File: config.mk
export PLATFORM = sky130hd
export DESIGN_NAME = pipe_ctrl
export DESIGN_NICKNAME = d
export VERILOG_FILES = /design/src/rtl/pipe_ctrl_pkg.sv /design/src/rtl/pipe_ctrl_hazard_cmp.sv /design/src/rtl/pipe_ctrl.sv
export SDC_FILE = /design/constraint.sdc
export NUM_CORES = 1
export LEC_CHECK = 0
export CAP_MARGIN = 15
export CELL_PAD_IN_SITES_DETAIL_PLACEMENT = 1
export CELL_PAD_IN_SITES_GLOBAL_PLACEMENT = 1
export CORE_ASPECT_RATIO = 1.25
export CORE_MARGIN = 3
export CORE_UTILIZATION = 31
export DETAILED_ROUTE_END_ITERATION = 10
export HOLD_SLACK_MARGIN = 0.15
export PLACE_DENSITY = 0.88
export SYNTH_ARGS = -nofsm -noshare
export SYNTH_HDL_FRONTEND = slang
export SYNTH_SLANG_ARGS = --single-unit
File: constraint.sdc
create_clock -name clk_i -period 2.6 [get_ports clk_i]
set_input_delay 0.65 -clock clk_i [delete_from_list [all_inputs] [get_ports clk_i]]
set_output_delay 0.65 -clock clk_i [all_outputs]
set_load 0.02 [all_outputs]
File: src/rtl/pipe_ctrl_pkg.sv
// Shared defines and types for the pipeline hazard controller.
// Holds the GPR address range macro and the controller state encoding.
// Compiled ahead of every other file that uses these names.
`ifndef PIPE_CTRL_DEFINES
`define PIPE_CTRL_DEFINES
`define GPR_ADDR_SPACE 4:0
`endif

package pipe_ctrl_pkg;

  // Encoding 3 is never produced; next-state logic falls back to RUN.
  typedef enum logic [1:0] {
    RUN      = 2'd0,
    EX_BUSY  = 2'd1,
    MEM_WAIT = 2'd2
  } state_t;

  localparam int GPR_ADDR_W = 5;

endpackage

File: src/rtl/pipe_ctrl_hazard_cmp.sv
// Load-use detector: the instruction in ID reads a register a load in EXE writes.
// Latency: purely combinational.
// Backpressure: none; the result feeds the stall/flush priority logic.
module hazard_cmp
  import pipe_ctrl_pkg::*;
(
  input  logic [`GPR_ADDR_SPACE] rs1_addr,
  input  logic [`GPR_ADDR_SPACE] rs2_addr,
  input  logic                   rs1_re,
  input  logic                   rs2_re,
  input  logic [`GPR_ADDR_SPACE] rd_addr,
  input  logic                   rd_we,
  input  logic                   mem_re,
  output logic                   load_use
);

  logic rs1_hit;
  logic rs2_hit;
  logic rd_live;

  // x0 is hardwired zero, so a load targeting it never creates a dependency.
  assign rd_live  = mem_re & rd_we & (rd_addr != '0);
  assign rs1_hit  = rs1_re & (rs1_addr == rd_addr);
  assign rs2_hit  = rs2_re & (rs2_addr == rd_addr);
  assign load_use = rd_live & (rs1_hit | rs2_hit);

endmodule

File: src/rtl/pipe_ctrl.sv
// Pipeline stall/flush controller with saturating stall and branch-flush counters.
// Latency: stall/flush outputs are combinational from the current inputs; state/counters update next edge.
// Backpressure: memory wait holds the whole front end; multi-cycle EXE holds up to ID/EXE.
module pipe_ctrl
  import pipe_ctrl_pkg::*;
#(
  parameter int CNT_W = 16
) (
  input  logic                   clk_i,
  input  logic                   rst_i,
  input  logic [`GPR_ADDR_SPACE] id_rs1_addr_i,
  input  logic [`GPR_ADDR_SPACE] id_rs2_addr_i,
  input  logic                   id_rs1_re_i,
  input  logic                   id_rs2_re_i,
  input  logic [`GPR_ADDR_SPACE] ex_rd_addr_i,
  input  logic                   ex_rd_we_i,
  input  logic                   ex_mem_re_i,
  input  logic                   ex_multi_i,
  input  logic                   ex_done_i,
  input  logic                   mem_req_i,
  input  logic                   mem_ready_i,
  input  logic                   br_taken_i,
  output logic                   pc_stall_o,
  output logic                   if_id_stall_o,
  output logic                   id_exe_stall_o,
  output logic                   exe_mem_stall_o,
  output logic                   if_id_flush_o,
  output logic                   id_exe_flush_o,
  output logic                   exe_mem_flush_o,
  output logic                   mem_wb_flush_o,
  output logic [1:0]             state_o,
  output logic [CNT_W-1:0]       stall_cnt_o,
  output logic [CNT_W-1:0]       flush_cnt_o
);

  localparam logic [CNT_W-1:0] CNT_ONE = {{(CNT_W-1){1'b0}}, 1'b1};
  localparam logic [CNT_W-1:0] CNT_MAX = {CNT_W{1'b1}};

  state_t           state_q;
  state_t           state_d;
  logic             mem_hold;
  logic             ex_hold;
  logic             load_use;
  logic             br_flush;
  logic [CNT_W-1:0] stall_cnt_q;
  logic [CNT_W-1:0] flush_cnt_q;

  assign mem_hold = mem_req_i & ~mem_ready_i;
  // A multi-cycle op finishing this cycle does not hold anything.
  assign ex_hold  = ex_multi_i & ~ex_done_i;

  hazard_cmp u_hazard_cmp (
    .rs1_addr (id_rs1_addr_i),
    .rs2_addr (id_rs2_addr_i),
    .rs1_re   (id_rs1_re_i),
    .rs2_re   (id_rs2_re_i),
    .rd_addr  (ex_rd_addr_i),
    .rd_we    (ex_rd_we_i),
    .mem_re   (ex_mem_re_i),
    .load_use (load_use)
  );

  // State register; reset wins over any hold in progress.
  always_ff @(posedge clk_i) begin
    if (rst_i) state_q <= RUN;
    else       state_q <= state_d;
  end

  // Priority resolution: mem_hold > ex_hold > branch > load_use. A branch masked by a
  // hold stays asserted (EXE is frozen) and is flushed once the hold releases.
  always_comb begin
    pc_stall_o      = 1'b0;
    if_id_stall_o   = 1'b0;
    id_exe_stall_o  = 1'b0;
    exe_mem_stall_o = 1'b0;
    if_id_flush_o   = 1'b0;
    id_exe_flush_o  = 1'b0;
    exe_mem_flush_o = 1'b0;
    mem_wb_flush_o  = 1'b0;
    br_flush        = 1'b0;
    state_d         = RUN;
    if (rst_i) begin
      // Every pipeline register loads a bubble while reset is held.
      if_id_flush_o   = 1'b1;
      id_exe_flush_o  = 1'b1;
      exe_mem_flush_o = 1'b1;
      mem_wb_flush_o  = 1'b1;
    end else if (mem_hold) begin
      pc_stall_o      = 1'b1;
      if_id_stall_o   = 1'b1;
      id_exe_stall_o  = 1'b1;
      exe_mem_stall_o = 1'b1;
      mem_wb_flush_o  = 1'b1;
      state_d         = MEM_WAIT;
    end else if (ex_hold) begin
      pc_stall_o      = 1'b1;
      if_id_stall_o   = 1'b1;
      id_exe_stall_o  = 1'b1;
      exe_mem_flush_o = 1'b1;
      state_d         = EX_BUSY;
    end else if (br_taken_i) begin
      if_id_flush_o   = 1'b1;
      id_exe_flush_o  = 1'b1;
      br_flush        = 1'b1;
    end else if (load_use) begin
      pc_stall_o      = 1'b1;
      if_id_stall_o   = 1'b1;
      id_exe_flush_o  = 1'b1;
    end
  end

  // Saturating performance counters: stalled cycles and branch flushes.
  always_ff @(posedge clk_i) begin
    if (rst_i) begin
      stall_cnt_q <= '0;
      flush_cnt_q <= '0;
    end else begin
      if (pc_stall_o && stall_cnt_q != CNT_MAX) stall_cnt_q <= stall_cnt_q + CNT_ONE;
      if (br_flush && flush_cnt_q != CNT_MAX)   flush_cnt_q <= flush_cnt_q + CNT_ONE;
    end
  end

  assign state_o     = state_q;
  assign stall_cnt_o = stall_cnt_q;
  assign flush_cnt_o = flush_cnt_q;

endmodule

After elaboration in Yosys (flattened, before gate mapping):

Index checks and enable logic that the tools add are counted.
Widths: inputs -> output; s select.

* bits in registers: 34
* bits of input ports: 26
* output and inout bits: 42
* word-level logic and storage cells: 48

* $add $sub $neg: 2
* equal/unequal tests: 4
* mux-type cells: 24
* bitwise logic cells: 10
* reduce and logical (&&, ||, !) cells: 4

Operators with widths (number)
* $add 16x1->16 const B: 2
* $ne 16x16->1 const B: 2
* $mux 1: 23
* $eq 5x5->1: 2
* $and 1x1->1: 7
* $reduce_bool 5->1: 1
* $logic_and 1x1->1: 2
* $mux 2: 1
* $not 1->1: 2
* $reduce_or 2->1: 1
* $or 1x1->1: 1

Depth between registers and ports, before layout:

* word-level depth: 10
* gate-level depth with buffers: 9
* mapped depth without buffers: 7

Cells and area by module:

Synthesis repeated with hierarchy kept, for this count alone.

* cell total of the unflattened synthesis: 218
* area, all modules: 1868.0 um^2

Modules (own cells, without submodules)
* pipe_ctrl: times used 1, cells an instance 201, area an instance 1732.9 um^2, sequential area each 680.7 um^2
* hazard_cmp: times used 1, cells an instance 17, area an instance 135.1 um^2, sequential area each 0.0 um^2

Least setup slack after synthesis:

OpenSTA, ideal clock, no wires.

* path type: in2out
* start point: in mem_ready_i
* end point: out pc_stall_o
* arrival: 2.119 ns
* data required time: 1.950 ns
* slack: -0.169 ns
* cell stages on the path: 6
* path buffers: 1
* path through: nand2b_1 > and2_1 > a21oi_1 > inv_1 > a21oi_1 > buf_4

* cells in the longest elaborated chain, start to end: 4

RTL lines
* from (decl): line pipe_ctrl.sv:21 `input logic mem_ready_i,`
* $not 1->1: line pipe_ctrl.sv:48 `assign mem_hold = mem_req_i & ~mem_ready_i;`
* $and 1x1->1: line pipe_ctrl.sv:48
* $mux 1 (2 in series)
* to (decl): line pipe_ctrl.sv:23 `output logic pc_stall_o,`

Every way passes these cells.

Worst setup path after layout:

* start point: in id_rs1_addr_i[2]
* end point: out if_id_stall_o

* cells in the longest elaborated chain, start to end: 9

RTL lines
* from (decl): line pipe_ctrl.sv:11 `` input logic [`GPR_ADDR_SPACE] id_rs1_addr_i, ``
* $eq 5x5->1: line pipe_ctrl_hazard_cmp.sv:23 `assign rs1_hit = rs1_re & (rs1_addr == rd_addr);`
* $and 1x1->1: line pipe_ctrl_hazard_cmp.sv:23
* $or 1x1->1: line pipe_ctrl_hazard_cmp.sv:25 `assign load_use = rd_live & (rs1_hit | rs2_hit);`
* $and 1x1->1: line pipe_ctrl_hazard_cmp.sv:25
* $mux 1: line pipe_ctrl.sv:105 `end else if (load_use) begin`
* $mux 1: line pipe_ctrl.sv:101 `end else if (br_taken_i) begin`
* $mux 1: line pipe_ctrl.sv:95 `end else if (ex_hold) begin`
* $mux 1: line pipe_ctrl.sv:88 `end else if (mem_hold) begin`
* $mux 1: line pipe_ctrl.sv:82 `if (rst_i) begin`
* to (decl): line pipe_ctrl.sv:24 `output logic if_id_stall_o,`

Every way passes these cells.

==> qor.yml <==
outcome:
  status: "completed"
die:
  io_pins: 68
  rows: 30
  initial_core_util_pct: 32.8
  dieArea_um2: 6830
  die_h_um: 91.7
  die_width_um: 74.5
  core_um2: 5560
cts:
  hold_buffers: 0
  cts_sinks: 34
  cts_buffer_depth: 2
  clk_pin_slew_worst_paths_ns: 0.07
  cts_root_buf: "clkbuf_8"
  clk_latency_ns: 0.29
  cts_buffers: 5
  cts_tree: "yes"
  cts.htree.levels: 2
critical_path:
  cp_slowest_cell: "dlygate4sd2_1"
  path_class: "input port to primary output"
  critical_path_peak_fanout: 3
  cp-end-kind: "primary output"
  start_kind: "input port"
  crit_chain: "dlygate4sd2_1 -> xnor2_1 -> nand4_1 -> o22ai_2 -> nand2_2 -> a21oi_4 -> buf_6"
  critPathArrivalTime_ns: 1.88
  required_ns: 1.95
  slowest_delay_ns: 0.24
finish:
  n_fill_cell: 681
  stdcell_count: 377
  syn_to_final_growth_pct: 57.1
  fin_util_pct: 51.5
  final_layout_size_suffix_gt1_share_pct: 17.9
  final_cell_mix: "clkdlybuf4s50_1 (40), dfxtp_1 (34), nor2_1 (25)"
  antenna_cells: 0
  nNetsFinal: 340
  layout_commonest_cell: "clkdlybuf4s50_1"
synthesis:
  synth_edf_count: 0
  synth.distinct_cells: 37
  syn_area_um2: 1820
  ys_async_sr_fraction_pct: 0
  ys_seq_area_share_pct: 37.4
  ys_ff_latch: 34
  synth_ff_type: "dfxtp_1"
  synth_warnings: 0
  syn_avg_cell_area_um2: 8.09
  syn_inst: 225
  syn_nets: 253
timing:
  max_freq_ghz: 0.394
  hold_viol: 0
  tightestPinTransition_ns: 0.669
  period_needed_ns: 2.53
  slew_headroom_pct: 55.4
  setup_viol: 0
  final-max-slew-violation-count: 0
  finalClockSkew_ns: 0.00534
  finalSetupTns_ns: 0
  period_share_pct: 97.5
  fin_hold_ws_ns: 0.520
  worst_slack_ns: 0.0651
  rsz0062_at_grt: "no"
drt:
  first_iter_violations: 46
  routedWlPerCell_um: 16.6
  routed_wl_mm: 6.24
  drt_pass1_iterations: 4
  drc_errors: 0
  num_vias: 1996
  antenna_left: 0
  via_per_inst: 5.29
placed_design:
  port_buffers: 67
  gp_congestion: 0.789
  dp_hpwl_mm: 4.62
  dp.cells: 366
  dp_slack_ns: -0.732
power:
  leakagePower_nw: 1.06
  cellPowerDensity_nw_per_um2: 422
  ir_worst_vdd_uv: 245
job:
  maxCapViolations: 0
global_route:
  grt_pass1_vias: 2066
  grt_use_total_pct: 18.5
  grt_antenna_before_repair: 0
  grt_pass1_wl_mm: 9.99
  grt_max_degree: 26
  overflow: 0
min_path:
  hold_path.class: "flip-flop to flip-flop"
## layout make-up
cell class              count  area [um^2]  area share [%]
flip-flops and latches     34          681            23.8
multi-input cells         178         1160            40.5
inverters                   4         15.0           0.525
well taps                  64         80.1            2.80
clock buffers               5         68.8            2.41
clock inverters             3         40.0            1.40
repair buffers             89          817            28.6
## power breakdown
part | switching [mW] | internal, mW | leakage, nW | total [mW]
Sequential | 0.00538 | 0.526 | 0.274 | 0.531
Combinational | 0.0936 | 0.0973 | 0.730 | 0.191
Clock | 0.204 | 0.282 | 0.0579 | 0.486
## critical path: cells and delay by family
kind / cells / cell delay, ns
AO/OA/AOI/OAI: 2 / 0.41
buffers and inverters: 2 / 0.38
AND/OR/NAND/NOR: 2 / 0.25
XOR/XNOR: 1 / 0.18
## routing by layer
layer	up-vias	track usage, %	part of all wire (%)
li1	978	-	-
met1	967	20.5	39
met2	43	34.8	57
met3	8	3.29	2.9
met4	0	4.90	1.2
met5	-	0	0
## per-stage QoR
| stage | area [um^2] | total power, mW |
|---|---|---|
| 3_3_place_gp | 2680 | 0.719 |
| 2_1_floorplan | 1830 | 0.617 |
| 3_5_place_dp | 2680 | 0.725 |
| 5_1_grt | 2860 | 1.26 |
| 6_report | 2860 | 1.21 |
| 4_1_cts | 2810 | 1.21 |
## repair_timing
action                                  CTS  global route
pin swaps                                16            12
resized for setup                        56            21
buffers inserted                          1             2
endpoints found under the setup margin    8            18
## final timing paths
path	slack (ns)	end	cells after the start	start
worst min register to register	0.52	stall_cnt_o[11]$_SDFFE_PP0P_	2	stall_cnt_o[11]$_SDFFE_PP0P_
worst max register to register	0.40	stall_cnt_o[1]$_SDFFE_PP0P_	9	stall_cnt_o[0]$_SDFFE_PP0P_
worst min-delay path	0.52	stall_cnt_o[11]$_SDFFE_PP0P_	2	stall_cnt_o[11]$_SDFFE_PP0P_
worst max-delay path	0.07	if_id_stall_o	7	id_rs1_addr_i[2]
## Yosys cell counts, drive strengths merged, types with 2 or more instances
cell type | instances | area [um^2]
o21ai | 16 | 80.1
and4 | 2 | 20.0
a21oi | 19 | 95.1
or4 | 2 | 15.0
dfxtp | 34 | 681
xnor2 | 19 | 166
clkbuf | 4 | 15.0
nand2 | 14 | 52.6
buf | 5 | 27.5
ha | 2 | 25.0
nor2 | 25 | 93.8
or3 | 15 | 93.8
and3 | 5 | 32.5
xor2 | 5 | 43.8
nand2b | 5 | 31.3
nor3 | 4 | 20.0
and2 | 4 | 25.0
o31ai | 3 | 22.5
inv | 4 | 15.0
nor4 | 2 | 18.8
nand4 | 10 | 77.6
nand3 | 16 | 80.1
## state kept, by name, summed over array words and instances (netlist names)
name	count
flush_cnt_o	16
stall_cnt_o	16
state_o	2
## logic make-up (layout without fill, tap and decap cells)
kind of cell               count (synthesis)  in the layout  share of synthesized area [%]
AOI/OAI and AO/OA                         44             44                           13.7
xor gates and xnor gates                  24             24                           11.5
adders and majority gates                  2              2                           1.37
buffers and inverters                     13            101                           3.16
DFF                                       34             34                           37.4
muxes                                      1              1                          0.550
and+or+nand+nor                          107            107                           32.3
Note: power is estimated with default switching activity, not from simulation.
